<file path="src/rtl/tvbg_sequencer.sv">
// Push-button sequencer that drives a code-playing controller through PASSES table passes.
// Optional run watchdog: define SEQUENCER_WATCHDOG_EN.
module tvbg_sequencer #(
    parameter int DEBOUNCE_BITS = 16,
    parameter int GAP_BITS      = 20,
    parameter int WATCHDOG_BITS = 24,
    parameter int LED_BITS      = 22,
    parameter int PASSES        = 2
) (
    input  logic       clock_in,
    input  logic       reset_in,
    input  logic       button_in,
    input  logic       ctrl_busy_in,
    input  logic       ctrl_fail_in,
    output logic       ctrl_reset_out,
    output logic       ctrl_start_out,
    output logic       led_out,
    output logic       error_out,
    output logic [3:0] pass_count_out
);

    typedef enum logic [2:0] {
        S_INIT  = 3'd0,
        S_IDLE  = 3'd1,
        S_START = 3'd2,
        S_RUN   = 3'd3,
        S_GAP   = 3'd4,
        S_ABORT = 3'd5,
        S_ERROR = 3'd6
    } state_t;

    // An out-of-range pass count is clamped into 1..15 so the completion compare stays reachable.
    localparam int unsigned PASS_LIM    = (PASSES < 1) ? 1 : ((PASSES > 15) ? 15 : PASSES);
    localparam logic [4:0]  PASS_TARGET = PASS_LIM[4:0];

    logic                     sync1_q, sync2_q;
    logic                     db_level_q, db_level_d;
    logic [DEBOUNCE_BITS-1:0] db_cnt_q, db_cnt_d;
    logic                     press_q, press_d;

    state_t                   state_q, state_d;
    logic [2:0]               step_q, step_d;
    logic [GAP_BITS-1:0]      gap_q, gap_d;
    logic [LED_BITS-1:0]      led_cnt_q, led_cnt_d;
`ifdef SEQUENCER_WATCHDOG_EN
    logic [WATCHDOG_BITS-1:0] wd_q, wd_d;
`endif
    logic                     ctrl_reset_q, ctrl_reset_d;
    logic                     ctrl_start_q, ctrl_start_d;
    logic                     led_q, led_d;
    logic                     error_q, error_d;
    logic [3:0]               pass_q, pass_d;
    logic [4:0]               pass_inc_s;
    logic                     active_s;

    // Debounce: the level flips only after the synchronised input has disagreed for 2^DEBOUNCE_BITS cycles.
    always_comb begin
        db_level_d = db_level_q;
        db_cnt_d   = '0;
        press_d    = 1'b0;
        if (sync2_q != db_level_q) begin
            if (&db_cnt_q) begin
                db_level_d = sync2_q;
                press_d    = sync2_q;
            end else begin
                db_cnt_d = db_cnt_q + 1'b1;
            end
        end else begin
            db_cnt_d = '0;
        end
    end

    // Button synchroniser and debounce registers.
    always_ff @(posedge clock_in or posedge reset_in) begin
        if (reset_in) begin
            sync1_q    <= 1'b0;
            sync2_q    <= 1'b0;
            db_level_q <= 1'b0;
            db_cnt_q   <= '0;
            press_q    <= 1'b0;
        end else begin
            sync1_q    <= button_in;
            sync2_q    <= sync1_q;
            db_level_q <= db_level_d;
            db_cnt_q   <= db_cnt_d;
            press_q    <= press_d;
        end
    end

    // Next-state logic plus the next value of every registered output.
    always_comb begin
        state_d    = state_q;
        step_d     = 3'd0;
        gap_d      = '0;
        pass_d     = pass_q;
        error_d    = error_q;
        pass_inc_s = {1'b0, pass_q} + 5'd1;
`ifdef SEQUENCER_WATCHDOG_EN
        wd_d       = '0;
`endif
        case (state_q)
            S_INIT, S_ABORT: begin
                if (step_q == 3'd1) begin
                    state_d = S_IDLE;
                end else begin
                    step_d = step_q + 3'd1;
                end
            end
            S_IDLE: begin
                if (press_q) begin
                    pass_d  = 4'd0;
                    error_d = 1'b0;
                    state_d = S_START;
                end else begin
                    state_d = S_IDLE;
                end
            end
            S_START: begin
                if (press_q) begin
                    state_d = S_ABORT;
                end else if (ctrl_busy_in) begin
                    state_d = S_RUN;
                end else if (step_q == 3'd7) begin
                    state_d = S_ERROR;
                end else begin
                    step_d = step_q + 3'd1;
                end
            end
            S_RUN: begin
                if (ctrl_fail_in) begin
                    state_d = S_ERROR;
                end else if (press_q) begin
                    state_d = S_ABORT;
                end else if (!ctrl_busy_in) begin
                    pass_d  = (pass_q == 4'd15) ? 4'd15 : pass_inc_s[3:0];
                    state_d = (pass_inc_s == PASS_TARGET) ? S_IDLE : S_GAP;
                end else begin
`ifdef SEQUENCER_WATCHDOG_EN
                    if (&wd_q) begin
                        state_d = S_ERROR;
                    end else begin
                        wd_d = wd_q + 1'b1;
                    end
`else
                    state_d = S_RUN;
`endif
                end
            end
            S_GAP: begin
                if (press_q) begin
                    state_d = S_ABORT;
                end else if (&gap_q) begin
                    state_d = S_START;
                end else begin
                    gap_d = gap_q + 1'b1;
                end
            end
            S_ERROR: begin
                if (press_q) begin
                    error_d = 1'b0;
                    state_d = S_START;
                end else begin
                    step_d = (step_q == 3'd2) ? 3'd2 : step_q + 3'd1;
                end
            end
            default: begin
                state_d = S_INIT;
            end
        endcase

        if (state_d == S_ERROR) begin
            error_d = 1'b1;
        end else begin
            error_d = error_d;
        end

        ctrl_reset_d = (state_d == S_INIT) || (state_d == S_ABORT) ||
                       ((state_d == S_ERROR) && (step_d < 3'd2));
        ctrl_start_d = (state_d == S_START);

        // The blink phase restarts lit on a fresh run, but carries across GAP -> START.
        active_s  = (state_d == S_START) || (state_d == S_RUN) || (state_d == S_GAP);
        led_cnt_d = '0;
        if (active_s && ((state_q == S_IDLE) || (state_q == S_ERROR))) begin
            led_d = 1'b1;
        end else if (active_s) begin
            led_cnt_d = led_cnt_q + 1'b1;
            led_d     = (&led_cnt_q) ? ~led_q : led_q;
        end else if (state_d == S_ERROR) begin
            led_d = 1'b1;
        end else begin
            led_d = 1'b0;
        end
    end

    // FSM state, counters and registered outputs.
    always_ff @(posedge clock_in or posedge reset_in) begin
        if (reset_in) begin
            state_q      <= S_INIT;
            step_q       <= 3'd0;
            gap_q        <= '0;
            led_cnt_q    <= '0;
`ifdef SEQUENCER_WATCHDOG_EN
            wd_q         <= '0;
`endif
            ctrl_reset_q <= 1'b1;
            ctrl_start_q <= 1'b0;
            led_q        <= 1'b0;
            error_q      <= 1'b0;
            pass_q       <= 4'd0;
        end else begin
            state_q      <= state_d;
            step_q       <= step_d;
            gap_q        <= gap_d;
            led_cnt_q    <= led_cnt_d;
`ifdef SEQUENCER_WATCHDOG_EN
            wd_q         <= wd_d;
`endif
            ctrl_reset_q <= ctrl_reset_d;
            ctrl_start_q <= ctrl_start_d;
            led_q        <= led_d;
            error_q      <= error_d;
            pass_q       <= pass_d;
        end
    end

    assign ctrl_reset_out = ctrl_reset_q;
    assign ctrl_start_out = ctrl_start_q;
    assign led_out        = led_q;
    assign error_out      = error_q;
    assign pass_count_out = pass_q;

endmodule

</file>
<file path="config.mk">
export PLATFORM = sky130hd
export DESIGN_NAME = tvbg_sequencer
export DESIGN_NICKNAME = d
export VERILOG_FILES = /design/src/rtl/tvbg_sequencer.sv
export SDC_FILE = /design/constraint.sdc
export NUM_CORES = 1
export LEC_CHECK = 0
export ABC_AREA = 1
export CORE_MARGIN = 5
export CORE_UTILIZATION = 55
export DETAILED_ROUTE_END_ITERATION = 16
export PLACE_DENSITY_LB_ADDON = 0.15
export SLEW_MARGIN = 15
export SYNTH_ARGS = -nofsm -noshare
export SYNTH_HDL_FRONTEND = slang
export SYNTH_SLANG_ARGS = --single-unit
</file>
<file path="constraint.sdc">
create_clock -name clock_in -period 2.4 [get_ports clock_in]
set_clock_uncertainty 0.2 [all_clocks]
set_input_delay 0.48 -clock clock_in [delete_from_list [all_inputs] [get_ports clock_in]]
set_output_delay 0.48 -clock clock_in [all_outputs]
set_load 0.02 [all_outputs]
</file>
## Word level (Yosys, flattened, before mapping)

Cells that the tools add are included.

- $add $sub $neg: 5
- $mul: 0
- Divide/modulo/power cells: 0
- Magnitude comparators: 1
- Equal/unequal tests: 22
- Shift operators: 0
- Muxes and demuxes: 42
- Bitwise gates (word level): 1
- Reduce and logical (&&, ||, !) cells: 20

Operator list:

| kind | count |
|---|---|
| $mux W20 | 3 |
| $mux W3 | 17 |
| $mux W22 | 2 |
| $mux W16 | 2 |
| $add A22 B1 Y22 const B | 1 |
| $reduce_and A22 Y1 | 1 |
| $eq A3 B3 Y1 const B | 7 |
| $add A20 B1 Y20 const B | 1 |
| $mux W4 | 5 |
| $reduce_and A20 Y1 | 1 |
| $pmux W3 S6 | 1 |
| $reduce_and A17 Y1 | 1 |
| $add A16 B1 Y16 const B | 1 |
| $reduce_and A16 Y1 | 1 |
| $eq A3 B2 Y1 const B | 5 |
| $mux W1 | 9 |
| $pmux W3 S3 | 1 |
| $ne A2 B2 Y1 const B | 4 |
| $pmux W4 S2 | 1 |
| $eq A3 B1 Y1 const B | 2 |
| $logic_not A3 Y1 | 2 |
| $reduce_bool A2 Y1 | 3 |
| $add A4 B1 Y5 const B | 1 |
| $eq A5 B2 Y1 const B | 1 |
| other kinds (12) | 18 |

- Register bits: 76
- Latch bits: 0
- Bits in writable memories: 0
- Memory bits (read-only): 0
- Bits of input ports: 5
- Memories: 0

## Logic depth before layout (Yosys ltp)

Gate-level depths: netlist of run 1.

- Depth after elaboration: 12
- Mapped depth: 15
- Mapped depth without buffers: 15

## Worst setup path before layout of run 1

No wires, ideal clock.

- Path kind: reg-to-reg
- Start point: register pass_q[0], in the netlist pass_count_out[0]
- End point: register led_cnt_q[10]
- Setup time: 130 ps
- Data arrival time: 1,776 ps
- Required time: 2,070 ps
- Setup slack: 293 ps
- Stages on the path, launching flop included: 15
- Buffers on the path: 1
- Cells stage by stage: dfrtp_1 ha_1 inv_1 nand2_1 a21oi_1 nand2_1 nand2_1 nand2_1 nand2_1 nand3_4 nand2_2 nand2_4 nand2_4 buf_8 nor3_4

- Cells in the longest elaborated chain, start to end: 12

Ends and longest elaborated chain:

| what | RTL line | source |
|---|---|---|
| start: declaration | 52 | `logic [3:0] pass_q, pass_d;` |
| start signal: assignment | 223 | `pass_q <= pass_d;` |
| $add A4 B1 Y5 * | 97 | `pass_inc_s = {1'b0, pass_q} + 5'd1;` |
| $eq A5 B2 Y1 * | 136 | `state_d = (pass_inc_s == PASS_TARGET) ? S_IDLE : S_GAP;` |
| $mux W3 * | 136 |  |
| $mux W3 * | 134 | `end else if (!ctrl_busy_in) begin` |
| $mux W3 * | 132 | `end else if (press_q) begin` |
| $mux W3 * | 130 | `if (ctrl_fail_in) begin` |
| $pmux W3 S6 * | 101 | `case (state_q)` |
| named net state_d[2] | 41 | `state_t state_q, state_d;` |
| $eq A3 B2 Y1 | 182 | `active_s = (state_d == S_START) \|\| (state_d == S_RUN) \|\| (state_d == S_GAP);` |
| $logic_or A1 B1 Y1 | 182 |  |
| $logic_or A1 B1 Y1 * | 182 |  |
| $mux W22 or $logic_and A1 B1 Y1 (tied branches) | 186, 184 |  |
| $mux W22 * | 184 | `if (active_s && ((state_q == S_IDLE) \|\| (state_q == S_ERROR))) begin` |
| named net led_cnt_d[10] | 44 | `logic [LED_BITS-1:0] led_cnt_q, led_cnt_d;` |
| end signal: assignment | 215 | `led_cnt_q <= led_cnt_d;` |
| end: declaration | 44 |  |

Mark *: on every way through the listed nets, which the timed path passes. The rest lies on a longest branch.
A chain may end at the register's enable or synchronous reset.

## Worst setup path after layout of run 1

- Start point: register step_q[0]
- End point: register led_q, in the netlist led_out

- Cells in the longest elaborated chain, start to end: 10

Ends and longest elaborated chain:

| what | RTL line | source |
|---|---|---|
| start: declaration | 42 | `logic [2:0] step_q, step_d;` |
| start signal: assignment | 213 | `step_q <= step_d;` |
| $eq A3 B3 Y1 | 123 | `end else if (step_q == 3'd7) begin` |
| $mux W3 | 123 |  |
| $mux W3 | 121 | `end else if (ctrl_busy_in) begin` |
| $mux W3 | 119 | `if (press_q) begin` |
| $pmux W3 S6 * | 101 |  |
| named net state_d[2] | 41 |  |
| $eq A3 B2 Y1 | 182 |  |
| $logic_or A1 B1 Y1 (2 in a row) | 182 |  |
| $logic_and A1 B1 Y1 or $mux W1 (tied branches) | 184, 186 |  |
| $ne A3 B1 Y1 (no line) or $mux W1 (tied branches) | -- |  |
| end signal: assignment | 221 | `led_q <= led_d;` |
| end: declaration | 50 | `logic led_q, led_d;` |

Marked as above.

==> flow_metrics.tcl, run 1 <==
set metrics [dict create \
    slew_viol_final 0 \
    synth-simple-area-share 0.312 \
    dp_hpwl_um 5170 \
    num_vias 3158 \
    syn_avg_cell_area_um2 8.63 \
    timing.critical_path.mode_cell "nand2_1" \
    drc 0 \
    path_cells "ha_1 > ha_1 > o21ai_1 > a21oi_1 > nor3_4 > nand3_4 > nand2_2 > nand2_4 > buf_4 > nand2_1 > nand2_1 > nand2_1 > nand2_1" \
    die_area_mm2 0.00928 \
    num_rows 31 \
    drv_cap 0 \
    syn2layout_area_growth_pct 11.7 \
    vdd_drop_max_mv 0.328 \
    timing.final.crit_share 0.915 \
    hold_viol 0 \
    clockBufferDepth 2 \
    muxShareOfSynthArea 0 \
    worstMarginPinSlew_ns 0.429 \
    syn-cell-area_mm2 0.00410 \
    fmax_ghz 0.455 \
    ys_seq_area_frac 0.464 \
    cp_slowest_stage_delay_ns 0.41 \
    yosys_most_used_dff "dfrtp_1" \
    critPathRequiredTime_ns 2.44 \
    cp_slowest_cell "dfrtp_1" \
    hold_buffers 0 \
    ys_ff_latch 76 \
    worstSetupStartpointType "flop" \
    cts_inserted_buffers 9 \
    critPathKind "reg2reg" \
    worstSetupEndpointType "flop" \
    ys_warn_count 0 \
    postCtsSetupRepairBufs 0 \
    clk_pin_slew_worst_paths_ns 0.07 \
    drt-vias-per-instance 5.18 \
    min_path_type "reg2reg" \
    placed_area_mm2 0.00441 \
    die_x_um 96.3 \
    diodes 0 \
    hold_slack_ns 0.150 \
    yosysTopAreaCell "dfrtp_1" \
    dieHeight_um 96.3 \
    gp_congestion 0.851 \
    fin_nets 520 \
    io_pins 13 \
    clk_latency_ns 0.34 \
    final_area_mm2 0.00458 \
    fin_tns_setup_ns 0 \
    status "finished clean" \
    grt_pass1_vias 3050 \
    wl_um 7350 \
    maxSlewHeadroom 0.713 \
    p_per_area_mw_per_mm2 474 \
    grt_setup_unrepaired "no" \
    fin_crit_ns 2.20 \
    cts_resized 0 \
    syn-num-nets 489 \
    synth_top_family_by_area "simple AND/OR/NAND/NOR gates" \
    postSynth.asyncResetShare 1.00 \
    worst-path-max-fanout 4 \
    grt_overflow 0 \
    synthAdderAreaFrac 0.0275 \
    grt_use_total 0.176 \
    cp.arrival_ns 2.23 \
    synth_compound_area_frac 0.0659 \
    htree_levels 3 \
    drive_above_1_share 0.127 \
    finalCoreUtilization 0.631 \
    firstDrtPassIters 4 \
    grt_antenna_before_repair 0 \
    final_antenna_net_count 0 \
    p_leak_nw 2.02 \
    cts_tree "built" \
    drtIter0Drc 141 \
    synth_top_area_share 0.458 \
    cts-root-buf "clkbuf_8" \
    setup_violations 0 \
    cts.sink_count 76 \
    grt_start_max_net_pins 77 \
    synth_edf_count 0 \
    synth_xor_area_frac 0.0619 \
    start_util 0.565 \
    grt_pass1_wl_um 12900 \
    synth_cell_types 42 \
    wl_per_cell_um 12.0 \
    io_buffers 12 \
    core-area_mm2 0.00725 \
    synthCells 475 \
    synth.area.top_cells "dfrtp_1 (46%), nand2_1 (6.9%), nor2_1 (6.1%), inv_1 (5.6%), xor2_1 (4.3%)" \
]
==> synthesized netlist by cell type (2+ instances only) <==
master and n:
nor3_1 14, nand4_2 2, nor3_4 3, and3_1 2, a21oi_1 19, xor2_1 20
o22ai_1 3, xnor2_1 9, inv_1 61, inv_2 2, nand2_1 75, ha_1 9
nor3_2 3, nor4_1 5, a31oi_1 3, nor3b_1 2, nand4_1 13, o21ai_0 12
a211oi_1 2, nand3_1 33, dfrtp_1 75, nor2_8 2, a311oi_1 2, nand2_4 4
nor2_2 12, nand2_2 3, nor2_4 3, nor2_1 67, buf_6 2
==> cell type report <==
cell class / count / area [µm²]
repair buffers: 24 / 223
well taps: 99 / 124
flip-flops and latches: 76 / 1900
inverters: 63 / 240
multi-input cells: 332 / 1930
clock inverters: 3 / 17.5
fillers: 666 / 2670
clock buffers: 13 / 139
==> final timing paths <==
path                                startpoint                        to  slack [ns]  cells after the start
min reg2reg                  sync1_q$_DFF_PP0_         sync2_q$_DFF_PP0_        0.15                      0
min in group asynchronous             reset_in        gap_q[1]$_DFF_PP0_        0.38                      3
max reg2reg                step_q[0]$_DFF_PP0_       led_out$_DFFE_PP0P_        0.20                     13
min                          sync1_q$_DFF_PP0_         sync2_q$_DFF_PP0_        0.15                      0
max in group asynchronous             reset_in  ctrl_reset_out$_DFF_PP1_        1.29                      3
max                        step_q[0]$_DFF_PP0_       led_out$_DFFE_PP0P_        0.20                     13
==> through the flow <==
step | setup slack (ns) | instances | total power, W
6_report | 0.203 | 610 | 0.00217
3_5_place_dp | -0.0201 | 594 | 0.00137
5_1_grt | 0.00967 | 610 | 0.00227
2_1_floorplan | 0.293 | 475 | 0.00135
4_1_cts | 0.0828 | 610 | 0.00220
3_3_place_gp | 0.00896 | 594 | 0.00137
==> state kept, by name, indices dropped and copies added (netlist names) <==
signal / cells
press_q: 1
led_cnt_q: 22
error_out: 1
db_level_q: 1
ctrl_reset_out: 1
db_cnt_q: 16
ctrl_start_out: 1
step_q: 3
gap_q: 20
state_q: 3
sync1_q: 1
pass_count_out: 4
led_out: 1
sync2_q: 1
==> kinds of logic after synthesis <==
| family | count (synthesis) |
|---|---|
| flip-flops | 76 |
| AND/OR/NAND/NOR | 247 |
| adder cells (fa/ha/maj) | 9 |
| AO/OA/AOI/OAI | 47 |
| buffers and inverters | 67 |
| XOR/XNOR | 29 |
==> where the power goes <==
group / internal [W] / switching (W)
Sequential: 0.00129 / 0.00000350
Combinational: 0.0000170 / 0.0000379
Clock: 0.000374 / 0.000452
Total: 0.00168 / 0.000493
==> cell usage in the layout, fill, tap and decap left out, types with 2 or more instances in the layout <==
master and count:
nor2_2 12, a31oi_1 3, o22ai_1 3, clkbuf_1 4, a311oi_1 2, nand4_2 2, clkbuf_8 9, o21ai_1 3
nand2_2 3, and3_1 2, nor3_4 3, nor3_1 14, nand2_4 3, nand2_1 75, ha_1 9, nand3_1 33
xor2_1 20, nand4_1 13, a211oi_1 2, clkinvlp_4 2, nor3b_1 2, nor2_8 2, inv_1 60, nor2_1 67
o21ai_0 10, a21oi_1 19, clkdlybuf4s50_1 12, dfrtp_1 75, inv_2 2, buf_4 11, xnor2_1 9, nor4_1 4
nor2_4 3, clkinv_2 2, nor3_2 3
==> worst max-delay path: cells and delay by family (launching register included) <==
| family | cells | cell delay [ns] |
|---|---|---|
| AO/OA/AOI/OAI | 2 | 0.27 |
| adder cells (fa/ha/maj) | 2 | 0.42 |
| flip-flops | 1 | 0.41 |
| AND/OR/NAND/NOR | 8 | 0.66 |
| buffers and inverters | 1 | 0.15 |
==> routing by layer <==
metal	global-route usage	routed length [µm]
met5	0	0
met4	0.0701	108
met3	0.0328	284
met2	0.294	3500
met1	0.224	3460
(Power assumes the default switching activity.)
==> run 2: changes to the inputs <==
--- a/config.mk
+++ b/config.mk
@@ -6,6 +6,7 @@
 export NUM_CORES = 1
 export LEC_CHECK = 0
 export ABC_AREA = 1
+export CAP_MARGIN = 20
 export CORE_MARGIN = 5
 export CORE_UTILIZATION = 55
 export DETAILED_ROUTE_END_ITERATION = 16
==> results of run 2 <==
Final layout, timing and power as in run 1 (identical DEF).
==> run 3: changes to the inputs <==
--- a/config.mk
+++ b/config.mk
@@ -5,7 +5,6 @@
 export SDC_FILE = /design/constraint.sdc
 export NUM_CORES = 1
 export LEC_CHECK = 0
-export ABC_AREA = 1
 export CAP_MARGIN = 20
 export CORE_MARGIN = 5
 export CORE_UTILIZATION = 55
==> run 3 against run 2 <==
  * Critical path depth shrank 3
  * Worst setup slack lost 0.086 ns
  * First-iteration DRC count shrank 7.8%
  * Sequential power is essentially flat
  * Non-clock buffer count grew 21
  * Wire length grew 11%
  * Critical endpoint is now led_cnt_q[21]$_DFF_PP0_
  * Final cell count shrank 6.1%
==> flow_metrics.tcl, run 3 <==
set metrics [dict create \
    diodes 0 \
    synth_common_cells "dfrtp_1 (75), nor2_1 (54), nand2_1 (38)" \
    grt_use_total 0.200 \
    num_rows 31 \
    status "finished clean" \
    drv_cap 0 \
    largestRegisters "led_cnt_q: 22 flops, gap_q: 20 flops, db_cnt_q: 16 flops" \
    fin_crit_ns 2.28 \
    syn_avg_cell_area_um2 9.41 \
    gp_congestion 0.851 \
    dp_hpwl_um 5600 \
    wl_per_cell_um 14.2 \
    hold_viol 0 \
    slew_viol_final 0 \
    maxSlewHeadroom 0.636 \
    timing.final.crit_share 0.951 \
    p_leak_nw 2.02 \
    final_cell_mix "dfrtp_1 (73), nor2_1 (54), nand2_1 (38)" \
    die_area_mm2 0.00913 \
    grt_antenna_before_repair 0 \
    ys_ff_latch 76 \
    num_vias 3173 \
    fin_nets 484 \
    drc 0 \
    ys_seq_area_frac 0.473 \
    core-area_mm2 0.00718 \
    ys_warn_count 0 \
    clk_pin_slew_worst_paths_ns 0.08 \
    yosysTopAreaCell "dfrtp_1" \
    dieHeight_um 95.6 \
    largest_register_ff_count 22 \
    grt_overflow 0 \
    r2r_cells 10 \
    worstSetupStartpointType "flop" \
    io_buffers 12 \
    drive_above_1_share 0.135 \
    io_pins 13 \
    r2r-start "step_q[0]$_DFF_PP0_" \
    cp.arrival_ns 2.32 \
    syn-cell-area_mm2 0.00403 \
    postCtsSetupRepairBufs 0 \
    syn-num-nets 442 \
    firstDrtPassIters 4 \
    fmax_ghz 0.438 \
    clockBufferDepth 2 \
    grt_start_max_net_pins 31 \
    drt-vias-per-instance 5.54 \
    cts_tree "built" \
    critPathRequiredTime_ns 2.43 \
    min_path_type "reg2reg" \
    vdd_drop_max_mv 0.389 \
    htree_levels 3 \
    grt_pass1_vias 3139 \
    synthCells 428 \
    critPathKind "reg2reg" \
    worstSetupEndpointType "flop" \
    final_common_cell "dfrtp_1" \
    start_util 0.561 \
    p_per_area_mw_per_mm2 487 \
    wl_um 8130 \
    startpoint "step_q[0]$_DFF_PP0_" \
    final_antenna_net_count 0 \
    worstMarginPinSlew_ns 0.544 \
    yosys_most_used_dff "dfrtp_1" \
    cts-root-buf "clkbuf_8" \
    synth.area.top_cells "dfrtp_1 (47%), xor2_1 (6.5%), nor2_1 (5.0%), xnor2_1 (4.1%), nand2_1 (3.5%)" \
    setup_violations 0 \
    cts_inserted_buffers 9 \
    hp-start "sync1_q$_DFF_PP0_" \
    synth_edf_count 0 \
    critPathCapture "led_cnt_q[21]$_DFF_PP0_" \
    cts.sink_count 76 \
    hold_slack_ns 0.177 \
    p_total_w 0.00230 \
    synth_cell_types 51 \
    ff2ff_setup_slack_ns 0.12 \
    syn2layout_area_growth_pct 17.1 \
    largest_register "led_cnt_q" \
    grt_pass1_wl_um 14500 \
    synth_top_area_share 0.466 \
    post-synth-top-count-cell "dfrtp_1" \
    clk_latency_ns 0.35 \
    drtIter0Drc 130 \
    die_x_um 95.6 \
    postSynth.asyncResetShare 1.00 \
    r2r_end "led_cnt_q[21]$_DFF_PP0_" \
    worst-path-max-fanout 10 \
]
run 3: cell type report:
cell class,count,area (µm²)
clock buffers,11,131
clock inverters,4,51.3
fillers,586,2460
inverters,15,60.1
multi-input cells,323,2010
flip-flops and latches,76,1910
well taps,99,124
repair buffers,45,435
run 3: logic make-up after synthesis:
kind of cell               Yosys count  share of synthesized area
buffers and inverters               29                     0.0323
and+or+nand+nor                    210                      0.268
AOI/OAI and AO/OA                   52                     0.0848
xor gates and xnor gates            49                      0.107
muxes                                3                    0.00808
adders and majority gates            9                     0.0280
DFF                                 76                      0.473
run 3: timing repair:
| action | 4_1_cts | 5_1_grt |
|---|---|---|
| endpoints found under the setup margin | 0 | 22 |
| gates resized for setup | 0 | 5 |
| hold buffers | 0 | 0 |
run 3: critical path: stages, from the launching register on:
cell and delay [ns]:
dfrtp_1 0.42, ha_1 0.23, ha_1 0.21, inv_1 0.06, o21ai_1 0.05, a311oi_1 0.29, nand3_1 0.13, buf_4 0.19
nor2_4 0.16, clkbuf_16 0.19, nor3_1 0.05
run 3: per-stage QoR:
stage,setup WS (ns),instances,cell area [µm²],util,setup TNS [ns]
3_3_place_gp,-0.0490,557,4490,0.626,-0.763
2_1_floorplan,0.0986,428,4030,-,0
3_5_place_dp,-0.147,557,4490,0.626,-2.18
4_1_cts,0.0925,572,4670,0.651,0
5_1_grt,-0.00747,573,4720,0.657,-0.0391
6_report,0.117,573,4720,0.657,0
run 3: how the worst min path moves through the flow:
stage                        end  depth (start not counted)  slack (ns)
3_3_place_gp   sync2_q$_DFF_PP0_                          0        0.15
2_1_floorplan  sync2_q$_DFF_PP0_                          0        0.13
5_1_grt        sync2_q$_DFF_PP0_                          0        0.20
6_report       sync2_q$_DFF_PP0_                          0        0.18
3_5_place_dp   sync2_q$_DFF_PP0_                          0        0.15
4_1_cts        sync2_q$_DFF_PP0_                          0        0.18
run 3: where the power goes:
group | switching [W] | internal, W
combinational | 0.0000410 | 0.0000251
sequential | 0.00000592 | 0.00129
clock | 0.000463 | 0.000476
total | 0.000509 | 0.00179
run 3: per-layer routing:
metal	global-route usage	vias to the layer above	routed length (µm)
li1	-	1579	-
met1	0.270	1544	3740
met2	0.320	42	4070
met3	0.0410	8	225
met4	0.0723	0	85
met5	0	-	0
